===== src/rtl/load_align_unit_if.sv =====
// Load-path bus: the request/response handshake towards the core plus the
// word-read port towards data memory. The controls package carries the
// memory-operation encoding shared by the core and this unit.

package controls;
    typedef enum logic [3:0] {
        MEM_LB   = 4'd0,
        MEM_LH   = 4'd1,
        MEM_LW   = 4'd2,
        MEM_LBU  = 4'd4,
        MEM_LHU  = 4'd5,
        MEM_SB   = 4'd8,
        MEM_SH   = 4'd9,
        MEM_SW   = 4'd10,
        MEM_NONE = 4'd15
    } mem_op;
endpackage

interface load_align_unit_if #(
    parameter int Word_size = 32,
    parameter int Addr_size = 32
) ();
    // core side
    logic                 req_valid;
    logic                 req_ready;
    controls::mem_op      req_op;
    logic [Addr_size-1:0] req_addr;
    logic                 resp_valid;
    logic [Word_size-1:0] resp_data;
    logic                 resp_fault;
    // memory side
    logic                 mem_req;
    logic [Addr_size-1:0] mem_addr;
    logic                 mem_rvalid;
    logic [Word_size-1:0] mem_rdata;

    // the load unit
    modport slave (
        input  req_valid, req_op, req_addr, mem_rvalid, mem_rdata,
        output req_ready, resp_valid, resp_data, resp_fault, mem_req, mem_addr
    );

    // the core + memory environment around the load unit
    modport master (
        output req_valid, req_op, req_addr, mem_rvalid, mem_rdata,
        input  req_ready, resp_valid, resp_data, resp_fault, mem_req, mem_addr
    );
endinterface


===== src/rtl/load_align_unit.sv =====
// load_align_unit: sequential load path between the memory stage and a
// word-organised data memory. One load in flight; one word read, or two for a
// load that straddles a word boundary; result is the selected byte/half/word
// sign- or zero-extended to Word_size (32 or 64).
// Build option: define MISALIGNED_SPLIT_EN to serve boundary-crossing loads as
// two reads; otherwise they are answered with a fault and no memory access.

module load_align_unit
    import controls::*;
#(
    parameter int Word_size = 32,
    parameter int Addr_size = 32
) (
    input  logic              clk,
    input  logic              rst,
    load_align_unit_if.slave  bus
);

    localparam int NB = Word_size / 8;
    localparam int OW = $clog2(NB);
    localparam int BW = Addr_size - OW;

`ifdef MISALIGNED_SPLIT_EN
    typedef enum logic [1:0] {
        S_IDLE = 2'd0,
        S_RD0  = 2'd1,
        S_RD1  = 2'd2,
        S_RESP = 2'd3
    } state_t;
`else
    typedef enum logic [1:0] {
        S_IDLE = 2'd0,
        S_RD0  = 2'd1,
        S_RESP = 2'd3
    } state_t;
`endif

    state_t               state_reg;
    state_t               state_next;

    // request context latched at accept
    mem_op                op_reg;
    logic [OW-1:0]        off_reg;
    logic [BW-1:0]        base_reg;
`ifdef MISALIGNED_SPLIT_EN
    logic                 cross_reg;
    logic [Word_size-1:0] lo_reg;
`endif

    logic [Word_size-1:0] resp_data_reg;
    logic                 resp_fault_reg;

    // request decode
    logic                 accept;
    logic                 req_legal;
    logic [2:0]           req_size;
    logic [OW-1:0]        req_off;
    logic                 req_cross;

    // response construction
    logic                 resp_load;
    logic                 resp_fault_next;
    logic [Word_size-1:0] resp_data_next;
    logic [Word_size-1:0] ext_lo;
    logic [Word_size-1:0] ext_hi;
    logic [Word_size-1:0] ext_data;
    logic [7:0]           merged [2*NB];
    logic [7:0]           sel_b  [4];
    logic [31:0]          sel32;

    assign accept  = bus.req_valid && bus.req_ready;
    assign req_off = bus.req_addr[OW-1:0];

    // Access size and legality of the incoming operation; stores and other
    // encodings are not loads and are answered with a fault.
    always_comb begin
        req_size  = 3'd1;
        req_legal = 1'b0;
        case (bus.req_op)
            MEM_LB, MEM_LBU: begin req_size = 3'd1; req_legal = 1'b1; end
            MEM_LH, MEM_LHU: begin req_size = 3'd2; req_legal = 1'b1; end
            MEM_LW:          begin req_size = 3'd4; req_legal = 1'b1; end
            default:         begin req_size = 3'd1; req_legal = 1'b0; end
        endcase
        req_cross = (int'(req_off) + int'(req_size)) > NB;
    end

    // The second word is never stored: it is merged straight from the bus on
    // the edge that completes the RD1 read, while the first word comes from lo_reg.
`ifdef MISALIGNED_SPLIT_EN
    assign ext_lo = (state_reg == S_RD1) ? lo_reg : bus.mem_rdata;
    assign ext_hi = (state_reg == S_RD1) ? bus.mem_rdata : '0;
`else
    assign ext_lo = bus.mem_rdata;
    assign ext_hi = '0;
`endif

    genvar gi;

    // Byte view of {hi, lo}, lowest address first.
    generate
        for (gi = 0; gi < NB; gi++) begin : g_merge
            assign merged[gi]      = ext_lo[8*gi +: 8];
            assign merged[NB + gi] = ext_hi[8*gi +: 8];
        end
    endgenerate

    // The four bytes starting at the load offset; at most a word is ever used.
    generate
        for (gi = 0; gi < 4; gi++) begin : g_sel
            logic [OW:0] idx;
            assign idx       = {1'b0, off_reg} + (OW+1)'(gi);
            assign sel_b[gi] = merged[idx];
        end
    endgenerate

    assign sel32 = {sel_b[3], sel_b[2], sel_b[1], sel_b[0]};

    // Size selection and sign/zero extension to the data width.
    always_comb begin
        ext_data = '0;
        case (op_reg)
            MEM_LB:  ext_data = Word_size'($signed(sel32[7:0]));
            MEM_LBU: ext_data = Word_size'(sel32[7:0]);
            MEM_LH:  ext_data = Word_size'($signed(sel32[15:0]));
            MEM_LHU: ext_data = Word_size'(sel32[15:0]);
            MEM_LW:  ext_data = Word_size'($signed(sel32));
            default: ext_data = '0;
        endcase
    end

    // Next-state logic; resp_load marks the edge that enters RESP and so
    // updates the registered response.
    always_comb begin
        state_next      = state_reg;
        resp_load       = 1'b0;
        resp_fault_next = 1'b0;
        case (state_reg)
            S_IDLE: begin
                if (accept) begin
                    if (!req_legal) begin
                        state_next      = S_RESP;
                        resp_load       = 1'b1;
                        resp_fault_next = 1'b1;
`ifndef MISALIGNED_SPLIT_EN
                    end else if (req_cross) begin
                        state_next      = S_RESP;
                        resp_load       = 1'b1;
                        resp_fault_next = 1'b1;
`endif
                    end else begin
                        state_next = S_RD0;
                    end
                end
            end
            S_RD0: begin
                if (bus.mem_rvalid) begin
`ifdef MISALIGNED_SPLIT_EN
                    if (cross_reg) begin
                        state_next = S_RD1;
                    end else begin
                        state_next = S_RESP;
                        resp_load  = 1'b1;
                    end
`else
                    state_next = S_RESP;
                    resp_load  = 1'b1;
`endif
                end
            end
`ifdef MISALIGNED_SPLIT_EN
            S_RD1: begin
                if (bus.mem_rvalid) begin
                    state_next = S_RESP;
                    resp_load  = 1'b1;
                end
            end
`endif
            S_RESP: begin
                state_next = S_IDLE;
            end
            default: begin
                state_next = S_IDLE;
            end
        endcase
        resp_data_next = resp_fault_next ? '0 : ext_data;
    end

    // State register and request context; reset discards any in-flight load.
    always_ff @(posedge clk) begin
        if (rst) begin
            state_reg <= S_IDLE;
            op_reg    <= MEM_LB;
            off_reg   <= '0;
            base_reg  <= '0;
`ifdef MISALIGNED_SPLIT_EN
            cross_reg <= 1'b0;
            lo_reg    <= '0;
`endif
        end else begin
            state_reg <= state_next;
            if (accept) begin
                op_reg   <= bus.req_op;
                off_reg  <= req_off;
                base_reg <= bus.req_addr[Addr_size-1:OW];
`ifdef MISALIGNED_SPLIT_EN
                cross_reg <= req_cross;
`endif
            end
`ifdef MISALIGNED_SPLIT_EN
            if (state_reg == S_RD0 && bus.mem_rvalid) begin
                lo_reg <= bus.mem_rdata;
            end
`endif
        end
    end

    // Registered response; holds between responses.
    always_ff @(posedge clk) begin
        if (rst) begin
            resp_data_reg  <= '0;
            resp_fault_reg <= 1'b0;
        end else if (resp_load) begin
            resp_data_reg  <= resp_data_next;
            resp_fault_reg <= resp_fault_next;
        end
    end

    // Word address presented to memory; the second read wraps at the top.
    always_comb begin
        bus.mem_addr = '0;
        case (state_reg)
            S_RD0:   bus.mem_addr = {base_reg, {OW{1'b0}}};
`ifdef MISALIGNED_SPLIT_EN
            S_RD1:   bus.mem_addr = {base_reg + BW'(1), {OW{1'b0}}};
`endif
            default: bus.mem_addr = '0;
        endcase
    end

`ifdef MISALIGNED_SPLIT_EN
    assign bus.mem_req = (state_reg == S_RD0) || (state_reg == S_RD1);
`else
    assign bus.mem_req = (state_reg == S_RD0);
`endif
    assign bus.req_ready  = (state_reg == S_IDLE) && !rst;
    assign bus.resp_valid = (state_reg == S_RESP);
    assign bus.resp_data  = resp_data_reg;
    assign bus.resp_fault = resp_fault_reg;

endmodule


===== src/flat_wrapper.sv =====
// flat-port wrapper written by rule: the top's interface ports become plain ports
module load_align_unit_flat import controls::*;
#(
    parameter int Word_size = 32,
    parameter int Addr_size = 32
)
  (clk, rst, bus_req_valid, bus_req_op, bus_req_addr, bus_mem_rvalid, bus_mem_rdata, bus_req_ready, bus_resp_valid, bus_resp_data, bus_resp_fault, bus_mem_req, bus_mem_addr);
  load_align_unit_if #(.Word_size(Word_size), .Addr_size(Addr_size)) bus_i ();
  input  logic clk;
  input  logic rst;
  input wire logic [$bits(bus_i.req_valid)-1:0] bus_req_valid;
  input wire logic [$bits(bus_i.req_op)-1:0] bus_req_op;
  input wire logic [$bits(bus_i.req_addr)-1:0] bus_req_addr;
  input wire logic [$bits(bus_i.mem_rvalid)-1:0] bus_mem_rvalid;
  input wire logic [$bits(bus_i.mem_rdata)-1:0] bus_mem_rdata;
  output wire logic [$bits(bus_i.req_ready)-1:0] bus_req_ready;
  output wire logic [$bits(bus_i.resp_valid)-1:0] bus_resp_valid;
  output wire logic [$bits(bus_i.resp_data)-1:0] bus_resp_data;
  output wire logic [$bits(bus_i.resp_fault)-1:0] bus_resp_fault;
  output wire logic [$bits(bus_i.mem_req)-1:0] bus_mem_req;
  output wire logic [$bits(bus_i.mem_addr)-1:0] bus_mem_addr;
  assign bus_i.req_valid = bus_req_valid;
  assign bus_i.req_op = bus_req_op;
  assign bus_i.req_addr = bus_req_addr;
  assign bus_i.mem_rvalid = bus_mem_rvalid;
  assign bus_i.mem_rdata = bus_mem_rdata;
  assign bus_req_ready = bus_i.req_ready;
  assign bus_resp_valid = bus_i.resp_valid;
  assign bus_resp_data = bus_i.resp_data;
  assign bus_resp_fault = bus_i.resp_fault;
  assign bus_mem_req = bus_i.mem_req;
  assign bus_mem_addr = bus_i.mem_addr;
  load_align_unit #(.Word_size(Word_size), .Addr_size(Addr_size)) u_core (.clk(clk), .rst(rst), .bus(bus_i));
endmodule

===== config.mk =====
export PLATFORM = sky130hd
export DESIGN_NAME = load_align_unit_flat
export DESIGN_NICKNAME = d
export VERILOG_FILES = /design/src/rtl/load_align_unit_if.sv /design/src/rtl/load_align_unit.sv /design/src/flat_wrapper.sv
export SDC_FILE = /design/constraint.sdc
export NUM_CORES = 1
export LEC_CHECK = 0
export ABC_CLOCK_PERIOD_IN_PS = 4019
export CORE_MARGIN = 2
export CORE_UTILIZATION = 27
export DETAILED_ROUTE_END_ITERATION = 12
export PLACE_DENSITY = 0.55
export SLEW_MARGIN = 15
export SYNTH_ARGS = -nofsm -noshare
export SYNTH_HDL_FRONTEND = slang
export SYNTH_SLANG_ARGS = --single-unit

===== constraint.sdc =====
create_clock -name clk -period 4.02 [get_ports clk]
set_input_delay 1.005 -clock clk [delete_from_list [all_inputs] [get_ports clk]]
set_output_delay 1.005 -clock clk [all_outputs]
set_load 0.01 [all_outputs]

Word level (Yosys, flattened, before mapping) --
Index checks and enable logic that the tools add are counted.
Operators by class: multiplexer cells 28, $add $sub $neg 4, equality and inequality tests 12, reductions and logical operators 9, bitwise operators 4, magnitude comparators 5
Operator list (count):
- case mux 32 bit (5 select lines) | 1
- binary-select mux 8 bit (select 3 bit) | 4
- two-way mux 32 bit | 2
- two-way mux 8 bit | 8
- > comparator 32 x 4 -> 1 bit, second input constant | 1
- == test 4 x 3 -> 1 bit, second input constant | 4
- greater-or-equal comparator 4 bit, second input constant | 4
- NOT 3 -> 4 bit | 3
- == test 4 x 1 -> 1 bit, second input constant | 2
- == test 4 x 2 -> 1 bit, second input constant | 2
- logical NOT 4 bit | 2
- two-way mux 2 bit | 4
- adder 2 x 2 -> 3 bit, second input constant | 2
- two-way mux 1 bit | 6
- case mux 3 bit (2 select lines) | 1
- OR reduction 5 bit | 1
- adder 2 x 3 -> 4 bit | 1
- NOT 2 -> 4 bit | 1
- case mux 2 bit (2 select lines) | 1
- adder 2 x 1 -> 3 bit, second input constant | 1
- == test 2 x 1 -> 1 bit, second input constant | 1
- == test 2 bit, second input constant | 1
- logical AND 1 bit | 2
- logical NOT 2 bit | 1
- other kinds (6) | 6
Word-level totals: logic and storage cells 68, register bits 71, input bits 72

Logic depth before layout (Yosys ltp) --
depth in word-level cells 10, depth in mapped cells 11

Worst setup path after synthesis --
Ideal clock, no wire load.
kind input -> register, start input port bus_req_op[2], end register u_core.resp_data_reg[18] (netlist: u_core.bus.resp_data[18]), stages 9, path buffers 1, path slack 0.774 ns, data arrival time 3.123 ns, cells stage by stage nor4b_1 -> nor2_1 -> ha_1 -> fa_1 -> nor2_1 -> o211ai_1 -> a31oi_2 -> buf_2 -> a221o_2
Between the ends: cells in the longest elaborated chain, start to end 10, elaborated cells between the ends (all ways) 17
RTL lines:
- start: declaration | line flat_wrapper.sv:12 | input wire logic [$bits(bus_i.req_op)-1:0] bus_req_op;
- == test 4 x 1 -> 1 bit / == test 4 x 3 -> 1 bit (equally long branches) | line load_align_unit.sv:79 | case (bus.req_op)
- OR reduction 2 bit | line load_align_unit.sv:79
- case mux 3 bit (2 select lines) | line load_align_unit.sv:79
- adder 2 x 3 -> 4 bit | line load_align_unit.sv:85 | req_cross = (int'(req_off) + int'(req_size)) > NB;
- > comparator 32 x 4 -> 1 bit | line load_align_unit.sv:85
- two-way mux 1 bit | line load_align_unit.sv:146 | end else if (req_cross) begin
- two-way mux 1 bit (*) | line load_align_unit.sv:141 | if (!req_legal) begin
- two-way mux 1 bit (*) | line load_align_unit.sv:140 | if (accept) begin
- two-way mux 1 bit | line load_align_unit.sv:138 | case (state_reg)
- two-way mux 32 bit | line load_align_unit.sv:186 | resp_data_next = resp_fault_next ? '0 : ext_data;
- end signal: assignment | line load_align_unit.sv:224 | resp_data_reg <= resp_data_next;
- end: declaration | line load_align_unit.sv:50 | logic [Word_size-1:0] resp_data_reg;
Every way passes the cells marked *; elsewhere a longest branch is shown, timed or not. A chain may end at the register's enable or synchronous reset.

Worst setup path in the final report --
start input port bus_req_op[2], end register u_core.resp_data_reg[1] (netlist: u_core.bus.resp_data[1])
The elaborated chain is that of the path after synthesis.

==> results.md <==
* Status: complete, no violations
* Sequential share of the synthesized area at ~39%
* Setup WS pre-CTS at 76.8 ps
* Area delta synth->final at 49.2%
* Final Setup Violations at 0
* Antenna violations before repair at 0
* Drt initial violations at 178
* Clock Skew at approximately 6.5 ps
* Worst min path class: reg -> reg
* Synthesized flop and latch total at 71
* Compound-gate portion of the synthesized area at between 10% and 20%
* DIE WIDTH at approximately 120 microns
* Die ar. at 0.0144 sq mm
* CTS root buf: clkbuf_16
* CTS buffer count at 9
* Post-synthesis mux area share at roughly 18%
* Core Area at approximately 0.013 sq mm
* Sequential Power Share at 40.6%
* Global-route wire length before repair at about 17,000 microns
* Critical path class: in -> reg
* CTS Hold Bufs at 0
* Critical Path AT at 3850 ps
* IO Count at 140
* Gate power share at a little under a fifth
* Largest family of logic cells by synthesized area: simple AND/OR/NAND/NOR gates
* Power share of the clock group at between 40% and 50%
* Post-synth EDFFs at 0
* Post-synthesis xor/xnor area fraction at 0%
* Synth Area per Inst at between 9 and 10 sq um
* Share of the synthesized area in the top cell type at 39.0%
* Fraction of layout instances using a drive strength above 1 at between 10 and 15%
* CP max FO at 23
* Setup bufs post-CTS at 0
* Ys flop type: dfxtp_1
* P_sw at 469 uW
* Vias in the first global route at about 3,300
* Fin util at 41.2%
* Gate Count Post-Synth at ~380
* Reg clk slew, reported paths at roughly 50 ps
* Power per cell area at 346 mW/mm^2
* Pin count of the biggest net entering global routing at 40
* Max Buffers Root-to-Sink at 2
* Design area at around 0.0054 sq mm
* Reg2Reg Depth at 6
* GPL Wtd Cong at 0.851
* Lkg Pwr at ~0.0020 uW
* Post-CTS sizing at 0
* Initial core utilization at between 20% and 30%
* Worst setup EP type: register
* Total number of H-tree levels at 3
* Largest cells by area after synthesis: dfxtp_1 39%, mux4_2 9.9%, nand2_1 7.7%
* CP required at 4250 ps
* Most frequent cells in the layout: 137 x clkdlybuf4s50_1, 75 x nand2_1, 70 x dfxtp_1
* Slew HR at between 50% and 60%
* Final wirelength at ~11,000 microns
* Worst slew pin tran at 702 ps
* Adder-Cell Fraction of Synth Area at under 10%
* Simple-gate share of the synthesized area at around a fifth
* Max reg flops at 32
* Post-synthesis cell area at between 0.003 and 0.004 sq mm
* FFs w/ async S/R, synth at 0%
* Max VDD drop at between 0.0001 and 0.00015 V
* Period utilization at approximately 90%
* Unrepaired setup endpoints after global routing: no
* Unique cell type count in the Yosys netlist at 40
* Final ANT Viol Nets at 0
* Total grt overflow at 0
* Commonest non-fill, non-tap cell in the layout: clkdlybuf4s50_1
* Via count at roughly 3,300
* Wirelength per Cell at roughly 16 microns
* DRT Pass-1 Iters at 4
* Slew Limit Fails at 0
* Minimum clock period at 3620 ps
* Vias per cell at roughly 4.8
* Chip Height at about 120 microns
* Placed inst area at between 0.005 and 0.006 sq mm
* Max Clock Freq at approximately 280 MHz
* Setup TNS at 0 ps
* Antenna cells at 0
* Hold Fails Final Rpt at 0
* WHS Path Cells at 2
* Num Clock Sinks at between 70 and 80
* Nets@finish at about 580
* Post-synth top area cell: dfxtp_1
* Startpoint class of the critical path: input pin
* Layout fillers at between 1,000 and 1,500
* Cell Rows at 42
* Maxcap violations at 0
* Syn. warnings at 0
* Final worst slack at 397 ps
* GRT Total Usage at 15.4%
* Drt drc at 0
* TritonCTS clock tree: yes
* Final HPWL DP at slightly below 8000 microns
* Internal Pwr Total at ~1400 uW
* Sw frac at between 20% and 30%
* # port buffers at roughly 140
* Skew-Pair Late Insertion Delay at between 300 and 400 ps
==> synth_stat cells (2+ instances only) <==
cell type and count:
nand2_1 75, dfxtp_1 71, a21oi_1 38, and2_1 33, clkbuf_1 16, mux4_2 16, a22o_1 15, mux2_2 10
nor2b_1 10, o21ai_0 10, buf_2 9, inv_1 9, nor2_1 9, a211o_2 8, mux4_1 7, a221o_2 6
ha_1 4, buf_6 3, nor3_1 3, a221o_1 2, buf_4 2, nor4b_1 2
==> layer usage <==
layer / up-vias / GRT usage, % / part of all wire, %
met4: 0 / 5.74 / 0.63
li1: 1595 / - / -
met1: 1541 / 19.0 / 43
met2: 161 / 23.9 / 45
met3: 10 / 6.32 / 11
met5: - / 0 / 0
==> through the flow <==
stage	std cells	hold slack [ps]	total power, uW
3_3_place_gp	667	437	1120
2_1_floorplan	377	432	956
4_1_cts	683	454	1910
3_5_place_dp	667	446	1130
5_1_grt	683	470	1970
6_report	683	451	1880
==> path summary, 6_finish.rpt <==
check                                    startpoint                       end  slack [ps]
worst max-delay path                  bus_req_op[2]   u_core.bus.resp_data[1]         400
worst min-delay path            u_core.base_reg[19]       u_core.base_reg[19]         450
worst min register to register  u_core.base_reg[19]       u_core.base_reg[19]         450
worst max register to register    u_core.off_reg[1]  u_core.bus.resp_data[21]        1160
==> cell type report <==
cell class / count / area, sq um / share of cell area (%)
timing repair buffer: 144 / 1420 / 26.2
sequential: 71 / 1420 / 26.2
multi-input combinational: 267 / 2040 / 37.6
inverter: 9 / 33.8 / 0.621
clock inverter: 3 / 15.0 / 0.276
tap: 176 / 220 / 4.05
clock buffer: 13 / 280 / 5.15
==> critical path, cell delays in order <==
cell and delay [ps]:
clkdlybuf4s50_1 460, nor4b_1 420, nor2_1 100, ha_1 220, fa_1 510, nor2_1 50, o211ai_1 280, a31oi_2 140
buf_4 230, buf_4 200, a22o_1 230
==> kinds of logic after synthesis <==
kind of cell / count (synthesis)
compound gates: 87
flops: 71
mux: 33
buf+inv: 39
other cells: 1
simple gates: 140
fa+ha+maj: 5
==> power by group through the flow <==
stage                     clock, uW  combinational, uW  sequential (uW)
final                           772                347              764
after global routing            825                377              769
after CTS                       799                352              764
after detailed placement          0                350              779
after global placement            0                346              778
after floorplan                   0                177              778
No activity file was read; power rests on OpenSTA's default activity.
